[config.mk]
export PLATFORM = sky130hd
export DESIGN_NAME = if_queue
export DESIGN_NICKNAME = d
export VERILOG_FILES = /design/src/rtl/if_queue.sv
export SDC_FILE = /design/constraint.sdc
export NUM_CORES = 1
export LEC_CHECK = 0
export ABC_AREA = 1
export CAP_MARGIN = 30
export CELL_PAD_IN_SITES_DETAIL_PLACEMENT = 1
export CELL_PAD_IN_SITES_GLOBAL_PLACEMENT = 1
export CORE_MARGIN = 1.5
export CORE_UTILIZATION = 40
export CTS_CLUSTER_SIZE = 12
export DETAILED_ROUTE_END_ITERATION = 10
export PLACE_DENSITY = 0.73
export SYNTH_ARGS = -nofsm -noshare
export SYNTH_HDL_FRONTEND = slang
export SYNTH_SLANG_ARGS = --single-unit
[constraint.sdc]
create_clock -name clk -period 10.06 [get_ports clk]
set_clock_uncertainty 0.2 [all_clocks]
set_input_delay 1.509 -clock clk [delete_from_list [all_inputs] [get_ports clk]]
set_output_delay 1.509 -clock clk [all_outputs]
set_load 0.01 [all_outputs]
[src/rtl/if_queue.sv]
// if_queue: DLX instruction-fetch front end.
// Owns the fetch PC and issues one word-aligned read per cycle to a synchronous
// instruction memory. Returned words and their link value (PC+8) are buffered
// in a DEPTH-entry FIFO that feeds decode over a valid/ready handshake.
// Downstream redirects flush all queued and in-flight fetches.
// Optional feature macro: IFQ_BYPASS_EN (present a response arriving at an empty
// queue on the id_* outputs in the response cycle).
`timescale 1ns/1ps

module if_queue #(
   parameter int unsigned DEPTH    = 4,
   parameter logic [31:0] RESET_PC = 32'h0000_0000
) (
   input  logic        clk,
   input  logic        reset,
   output logic        imem_req,
   output logic [31:0] imem_addr,
   input  logic [31:0] imem_rdata,
   input  logic        redirect,
   input  logic [31:0] redirect_pc,
   output logic        id_valid,
   output logic [31:0] id_instr,
   output logic [31:0] id_pc_plus_eight,
   input  logic        id_ready
);

   localparam int unsigned PTR_W = $clog2(DEPTH);
   localparam int unsigned CNT_W = PTR_W + 1;
   localparam int unsigned OCC_W = CNT_W + 1;

   typedef struct packed {
      logic [31:0] instr;
      logic [31:0] pc_plus_eight;
   } ifq_entry_t;

   ifq_entry_t       r_mem [DEPTH];
   logic [PTR_W-1:0] r_head;
   logic [PTR_W-1:0] r_tail;
   logic [CNT_W-1:0] r_count;
   logic             r_inflight;
   logic [31:0]      r_inflight_pc;
   logic [31:0]      r_pc;

   logic             w_empty;
   logic             w_rsp_live;
   logic             w_bypass;
   logic             w_pop;
   logic             w_fifo_pop;
   logic             w_push;
   logic [OCC_W-1:0] w_occ;
   ifq_entry_t       w_head_entry;
   ifq_entry_t       w_push_entry;
   logic             w_unused_ok;

   // Low address bits of a redirect target are forced to zero, never read.
   assign w_unused_ok = ^redirect_pc[1:0];

   // Queue status and the response that will land this cycle (unless flushed).
   always_comb begin
      w_empty      = (r_count == '0);
      w_rsp_live   = r_inflight && !redirect;
      w_head_entry = r_mem[r_head];
      w_push_entry = '{instr: imem_rdata, pc_plus_eight: r_inflight_pc + 32'd8};
`ifdef IFQ_BYPASS_EN
      w_bypass     = w_empty && w_rsp_live;
`else
      w_bypass     = 1'b0;
`endif
   end

   // Decode-side presentation: FIFO head, or the live response when bypassing.
   always_comb begin
      id_valid         = 1'b0;
      id_instr         = '0;
      id_pc_plus_eight = '0;
      if (!w_empty) begin
         id_valid         = 1'b1;
         id_instr         = w_head_entry.instr;
         id_pc_plus_eight = w_head_entry.pc_plus_eight;
      end else if (w_bypass) begin
         id_valid         = 1'b1;
         id_instr         = w_push_entry.instr;
         id_pc_plus_eight = w_push_entry.pc_plus_eight;
      end
   end

   // Handshake bookkeeping and fetch request; in-flight reads reserve a slot.
   always_comb begin
      w_pop      = id_valid && id_ready;
      w_fifo_pop = !w_empty && id_ready;
      w_push     = w_rsp_live && !(w_bypass && id_ready);
      w_occ      = OCC_W'(r_count) + OCC_W'(r_inflight) - OCC_W'(w_pop);
      imem_req   = !reset && !redirect && (w_occ < OCC_W'(DEPTH));
      imem_addr  = r_pc;
   end

   // Fetch PC, in-flight tracking, pointers and occupancy; redirect flushes.
   always_ff @(posedge clk or posedge reset) begin
      if (reset) begin
         r_pc          <= {RESET_PC[31:2], 2'b00};
         r_inflight    <= 1'b0;
         r_inflight_pc <= '0;
         r_head        <= '0;
         r_tail        <= '0;
         r_count       <= '0;
      end else if (redirect) begin
         r_pc       <= {redirect_pc[31:2], 2'b00};
         r_inflight <= 1'b0;
         r_head     <= '0;
         r_tail     <= '0;
         r_count    <= '0;
      end else begin
         r_inflight <= imem_req;
         if (imem_req) begin
            r_pc          <= r_pc + 32'd4;
            r_inflight_pc <= r_pc;
         end
         if (w_push) begin
            r_tail <= r_tail + PTR_W'(1);
         end
         if (w_fifo_pop) begin
            r_head <= r_head + PTR_W'(1);
         end
         r_count <= r_count + CNT_W'(w_push) - CNT_W'(w_fifo_pop);
      end
   end

   // FIFO storage; contents are don't-care until counted valid.
   always_ff @(posedge clk) begin
      if (w_push) begin
         r_mem[r_tail] <= w_push_entry;
      end
   end

endmodule

==> impl_metrics.yaml, run 1 <==
flow_run:
  cap_violations: 0
routing:
  vias_per_cell: 5.17
  drtPass1Iterations: 4
  wl_per_cell_um: 18.5
  highest_layer: "met4"
  met3WireLength_mm: 1.56
  met1_length_mm: 16.8
  vias: 10400
  final_antenna_net_count: 0
  wl_met2_mm: 18.0
  wirelength_mm: 37.2
  drt_iter0_markers: 586
  drc: 0
clock_network:
  cts_sinks: 316
  cts_hold_buf: 0
  cts.path.max_buffers: 3
  clk_pin_slew_ns: 0.05
  cts_root_buffer: "clkbuf_16"
  cts_resized: 0
  cts_made_buffers: 36
  insertion_delay_ns: 0.51
  tritoncts: "done"
  cts_htree_levels: 2
  cts_setup_buffers: 0
logic_synthesis:
  ys_ff_latch: 316
  netlist_area_mm2: 0.0141
  synth_edf_count: 248
  async_reset_ff_share_pct: 21.5
  ys_seq_area_share_pct: 64.8
  yosysWarnings: 0
  synth_area_per_cell_um2: 10.1
  ys.flop_type: "edfxtp_1"
  ys_types: 38
  synth_cells: 1393
pwr:
  power.density_mw_per_mm2: 252
  ir_drop_uv: 152
  power_leakage_nw: 6.45
worst_setup_path:
  cp_slowest_cell: "clkdlybuf4s50_1"
  cpLargestDelayFamily: "buffers and inverters"
  cp-start-kind: "input pin"
  max_stage_delay_ns: 0.56
  worst-setup-path-type: "in2out"
  critical_path_peak_fanout: 89
  cp_data_required_time_ns: 8.35
  cp.arrival_ns: 4.33
  cp.buffers_inverters: 5
  crit_chain: "clkdlybuf4s50_1 -> nand2_4 -> inv_1 -> nand2_1 -> ha_1 -> nand2_1 -> inv_1 -> nand4_1 -> nand3_1 -> nand2_1 -> nor2_2 -> nand2_4 -> inv_1 -> clkdlybuf4s50_1"
  worstSetupEndpointType: "output pin"
floorplan:
  die_h_um: 191
  pin_count: 166
  die_w_um: 191
  fp.coreArea_mm2: 0.0346
  dieArea_mm2: 0.0364
  initial_core_util_pct: 40.7
  num_rows: 68
sta:
  finalSetupViolations: 0
  finalHoldViolations: 0
  finalSetupTns_ns: 0
  clock.fmax_ghz: 0.166
  maxSlewViolCount: 0
  worst_slew_pin_slew_ns: 0.967
  hold_slack_ns: 0.323
  period_minus_slack_ns: 6.04
  rsz0062_at_grt: "no"
  period_share_pct: 60.0
  slew_headroom_pct: 35.5
outcome:
  run_status: "finished, final reports clean"
grt:
  antenna_found_initial: 0
  grt_pass1_vias: 10900
  track_usage_pct: 20.7
  grt_first_pass_wirelength_mm: 58.9
  grt_remaining_overflow: 0
  grt_max_degree: 90
layout:
  syn2layout_area_growth_pct: 22.2
  nets: 1612
  layout-drive-gt1-share_pct: 6.17
  diodes: 0
place:
  globalplace.congestion: 0.833
  numPortBuffers: 159
  dp.final_hpwl_mm: 22.8
min_path:
  hp-class: "reg2reg"
[logic make-up after synthesis]
kind of cell,synth area share [%]
compound gates,9.17
xor+xnor,2.11
fa+ha+maj,0.940
buf+inv,4.25
flops,64.8
other cells,0.0266
simple gates,18.7
[layout make-up]
class                      count  area (µm²)
fill                        3802       17400
sequential                   316        9150
multi-input combinational    934        4400
timing repair buffer         175        1790
clock buffer                  49         971
tap                          455         569
inverter                      71         269
clock inverter                10        82.6
[worst paths after layout]
check,cells after the start,slack [ns],end,startpoint
max,14,4.02,imem_req,id_ready
min,2,0.32,r_inflight_pc[31]$_DFFE_PP0P_,r_inflight_pc[31]$_DFFE_PP0P_
max reg2reg,16,6.62,imem_addr[29]$_DFFE_PP0P_,r_count[1]$_DFF_PP0_
min reg2reg,2,0.32,r_inflight_pc[31]$_DFFE_PP0P_,r_inflight_pc[31]$_DFFE_PP0P_
max in group asynchronous,3,7.49,r_head[0]$_DFFE_PP0P_,reset
min in group asynchronous,2,1.05,r_count[2]$_DFF_PP0_,reset
[metal layers]
layer | GRT usage [%] | vias to the layer above
met5 | 0 | -
met1 | 27.2 | 5119
li1 | - | 4997
met3 | 2.89 | 51
met2 | 35.7 | 227
met4 | 5.63 | 0
[state kept, by name, summed over array words and instances (netlist names)]
| signal | count |
|---|---|
| r_inflight_pc | 30 |
| imem_addr | 30 |
| r_inflight | 1 |
| r_mem | 248 |
| r_head | 2 |
| r_count | 3 |
| r_tail | 2 |
[cell usage after synthesis (2+ instances only)]
cell,count,area share (%)
nand2_4,2,0.16
nand3_2,10,0.71
nor3b_1,2,0.11
a21oi_1,78,2.8
dfrtp_1,68,12
buf_6,3,0.24
o21ai_0,175,6.2
xor2_1,23,1.4
buf_2,10,0.35
nor2_1,284,7.6
nand4_1,11,0.49
inv_1,66,1.8
nor3_1,21,0.74
nand2_2,2,0.089
xnor2_1,11,0.68
edfxtp_1,248,53
buf_4,4,0.21
inv_2,5,0.13
clkbuf_1,47,1.3
nand3_1,48,1.7
buf_1,10,0.27
nor2_2,4,0.18
ha_1,9,0.80
nand2_1,238,6.3
[power by group]
part,total [mW],internal (mW),switching (mW)
Sequential,1.78,1.60,0.175
Clock,1.19,0.699,0.494
Combinational,1.38,0.571,0.809
Total,4.35,2.87,1.48
[tightest hold or removal path: stages, from the launching register on]
cell,delay [ns]
dfrtp_1,0.37
nand2_1,0.06
o21ai_0,0.06
[stage by stage]
step | power, mW | utilization (%) | std cells | worst slack (ns) | cell area, µm²
4_1_cts | 4.40 | 49.6 | 2008 | 3.99 | 17200
6_report | 4.35 | 49.8 | 2010 | 4.02 | 17200
3_5_place_dp | 3.19 | 46.6 | 1949 | 4.02 | 16100
2_1_floorplan | 2.49 | - | 1396 | 4.79 | 14100
5_1_grt | 4.60 | 49.8 | 2010 | 3.69 | 17200
3_3_place_gp | 3.13 | 46.4 | 1947 | 4.05 | 16100
[layout by cell type, fill, tap and decap left out, types with 37 or more instances in the layout]
master           synthesis  routed
clkbuf_16                0      37
nor2_1                 284     280
a21oi_1                 78      78
clkdlybuf4s50_1          0     158
dfrtp_1                 68      66
nand2_1                238     238
nand3_1                 48      48
edfxtp_1               248     248
o21ai_0                175     175
inv_1                   66      65
No activity file was read; power rests on OpenSTA's default activity.
==> run 2, diff against run 1 <==
Clock period 10.06 ns to 6.15 ns, I/O delays scaled along.
==> run 2 against run 1 <==
Net effect: core utilization decreased by 0.26 points; critical path depth decreased by 8; die area unchanged; register-to-register slack got worse by 3.9 ns; global-route usage decreased by 0.48 points; design area decreased by 0.53%; largest power group unchanged.
==> impl_metrics.yaml, run 2 (synthesis results as in run 1) <==
outcome:
  run_status: "finished, final reports clean"
worst_setup_path:
  cp_data_required_time_ns: 5.03
  startpoint: "r_head[0]$_DFFE_PP0P_"
  worst-setup-path-type: "reg2out"
  reg2reg_depth: 17
  r2r-end: "imem_addr[23]$_DFFE_PP0P_"
  critical_path_peak_fanout: 66
  regToRegStartpoint: "r_count[1]$_DFF_PP0_"
  r2r_slack_ns: 2.75
  cp.arrival_ns: 3.49
  crit_end: "id_pc_plus_eight[14]"
  worstSetupEndpointType: "output pin"
  cp-start-kind: "flop"
flow_run:
  cap_violations: 0
routing:
  vias: 10300
  wirelength_mm: 36.1
  drt_iter0_markers: 464
  final_antenna_net_count: 0
  drc: 0
  wl_per_cell_um: 18.0
  drtPass1Iterations: 5
  vias_per_cell: 5.12
clock_network:
  cts_root_buffer: "clkbuf_16"
  cts_htree_levels: 2
  cts_sinks: 316
  cts_hold_buf: 0
  cts_made_buffers: 35
  cts_resized: 0
  tritoncts: "done"
  cts.path.max_buffers: 3
  insertion_delay_ns: 0.51
  clk_pin_slew_ns: 0.06
  cts_setup_buffers: 0
layout:
  diodes: 0
  seqCellArea_mm2: 0.00915
  layout_commonest_cell: "nor2_1"
  multi_input_area_mm2: 0.00440
  largest_reg_flops: 248
  largest_register: "r_mem"
  layout-drive-gt1-share_pct: 6.24
  nets: 1612
  final_cell_mix: "nor2_1 (280), edfxtp_1 (248), nand2_1 (238), o21ai_0 (175), clkdlybuf4s50_1 (158)"
  syn2layout_area_growth_pct: 21.5
  final_util_pct: 49.5
  n_fill_cell: 3786
sta:
  rsz0062_at_grt: "no"
  clock.fmax_ghz: 0.217
  finalSetupTns_ns: 0
  worst_slew_pin_slew_ns: 0.971
  period_share_pct: 75.0
  finalHoldViolations: 0
  maxSlewViolCount: 0
  slew_headroom_pct: 35.2
  period_minus_slack_ns: 4.61
  finalSetupViolations: 0
  fin_ws_ns: 1.54
  hold_slack_ns: 0.313
floorplan:
  fp.coreArea_mm2: 0.0346
  die_w_um: 191
  dieArea_mm2: 0.0364
  pin_count: 166
  die_h_um: 191
  num_rows: 68
  initial_core_util_pct: 40.7
grt:
  grt_max_degree: 89
  grt_use_met1_pct: 26.9
  track_usage_pct: 20.2
  grt-busiest-layer: "met2"
  antenna_found_initial: 0
  grt_first_pass_wirelength_mm: 57.5
  use_met2_pct: 34.4
  grt_pass1_vias: 10800
  met3_usage_pct: 2.48
  grt_remaining_overflow: 0
min_path:
  hp-class: "reg2reg"
  hold_depth: 2
place:
  numPortBuffers: 159
  dp.final_hpwl_mm: 23.1
  globalplace.congestion: 0.802
  dp_slack_ns: 1.84
pwr:
  power.density_mw_per_mm2: 412
  power_leakage_nw: 6.41
  ir_drop_uv: 268
## run 2: changes by cell type in the layout (fill, tap and decap cells not counted), moves of 2 or more
cell	before	now
inv_6	2	4
inv_2	4	6
clkinv_2	5	2
buf_16	4	0
buf_4	12	17
clkbuf_16	37	35
clkinv_1	3	6
clkbuf_1	12	7
## run 2: worst max-delay path, cell delays in order, from the launching register on
cell and delay, ns:
dfrtp_4 0.87, buf_4 0.70, nor2_1 0.11, nor2_1 0.12
o21ai_0 0.10, a21oi_1 0.36, clkdlybuf4s50_1 0.62
## run 2: area by class of cell
class	count	share of cell area, %
Multi-Input combinational cell	934	25.7
Clock buffer	42	5.26
Tap cell	455	3.32
Sequential cell	316	53.4
Clock inverter	15	0.788
Timing Repair Buffer	176	10.0
Inverter	71	1.55
## run 2: worst min path at each step
stage / from / to / slack [ns]
2_1_floorplan: r_inflight_pc[31]$_DFFE_PP0P_ / r_inflight_pc[31]$_DFFE_PP0P_ / 0.27
3_3_place_gp: r_inflight_pc[31]$_DFFE_PP0P_ / r_inflight_pc[31]$_DFFE_PP0P_ / 0.29
3_5_place_dp: r_inflight_pc[4]$_DFFE_PP0P_ / r_inflight_pc[4]$_DFFE_PP0P_ / 0.31
4_1_cts: r_inflight_pc[4]$_DFFE_PP0P_ / r_inflight_pc[4]$_DFFE_PP0P_ / 0.32
5_1_grt: r_inflight_pc[31]$_DFFE_PP0P_ / r_inflight_pc[31]$_DFFE_PP0P_ / 0.35
6_report: r_inflight_pc[31]$_DFFE_PP0P_ / r_inflight_pc[31]$_DFFE_PP0P_ / 0.31
## run 2: where the power goes
part           switching, mW  leakage, nW  internal [mW]
logic                   1.31         2.79          0.916
clock network          0.796        0.503           1.13
registers              0.288         3.12           2.62
## run 2: stage by stage
step | cells | power [mW] | area (µm²)
finish | 2009 | 7.05 | 17100
global route | 2009 | 7.46 | 17100
CTS | 2009 | 7.15 | 17100
detailed placement | 1952 | 5.19 | 16100
global placement | 1952 | 5.12 | 16100
floorplan | 1396 | 4.08 | 14100
## run 2: routing by layer
layer / wire length [µm] / part of all wire (%) / vias up
li1: - / - / 4990
met1: 16300 / 45 / 5014
met2: 17300 / 48 / 227
met3: 1600 / 4.4 / 53
met4: 873 / 2.4 / 0
met5: 0 / 0 / -
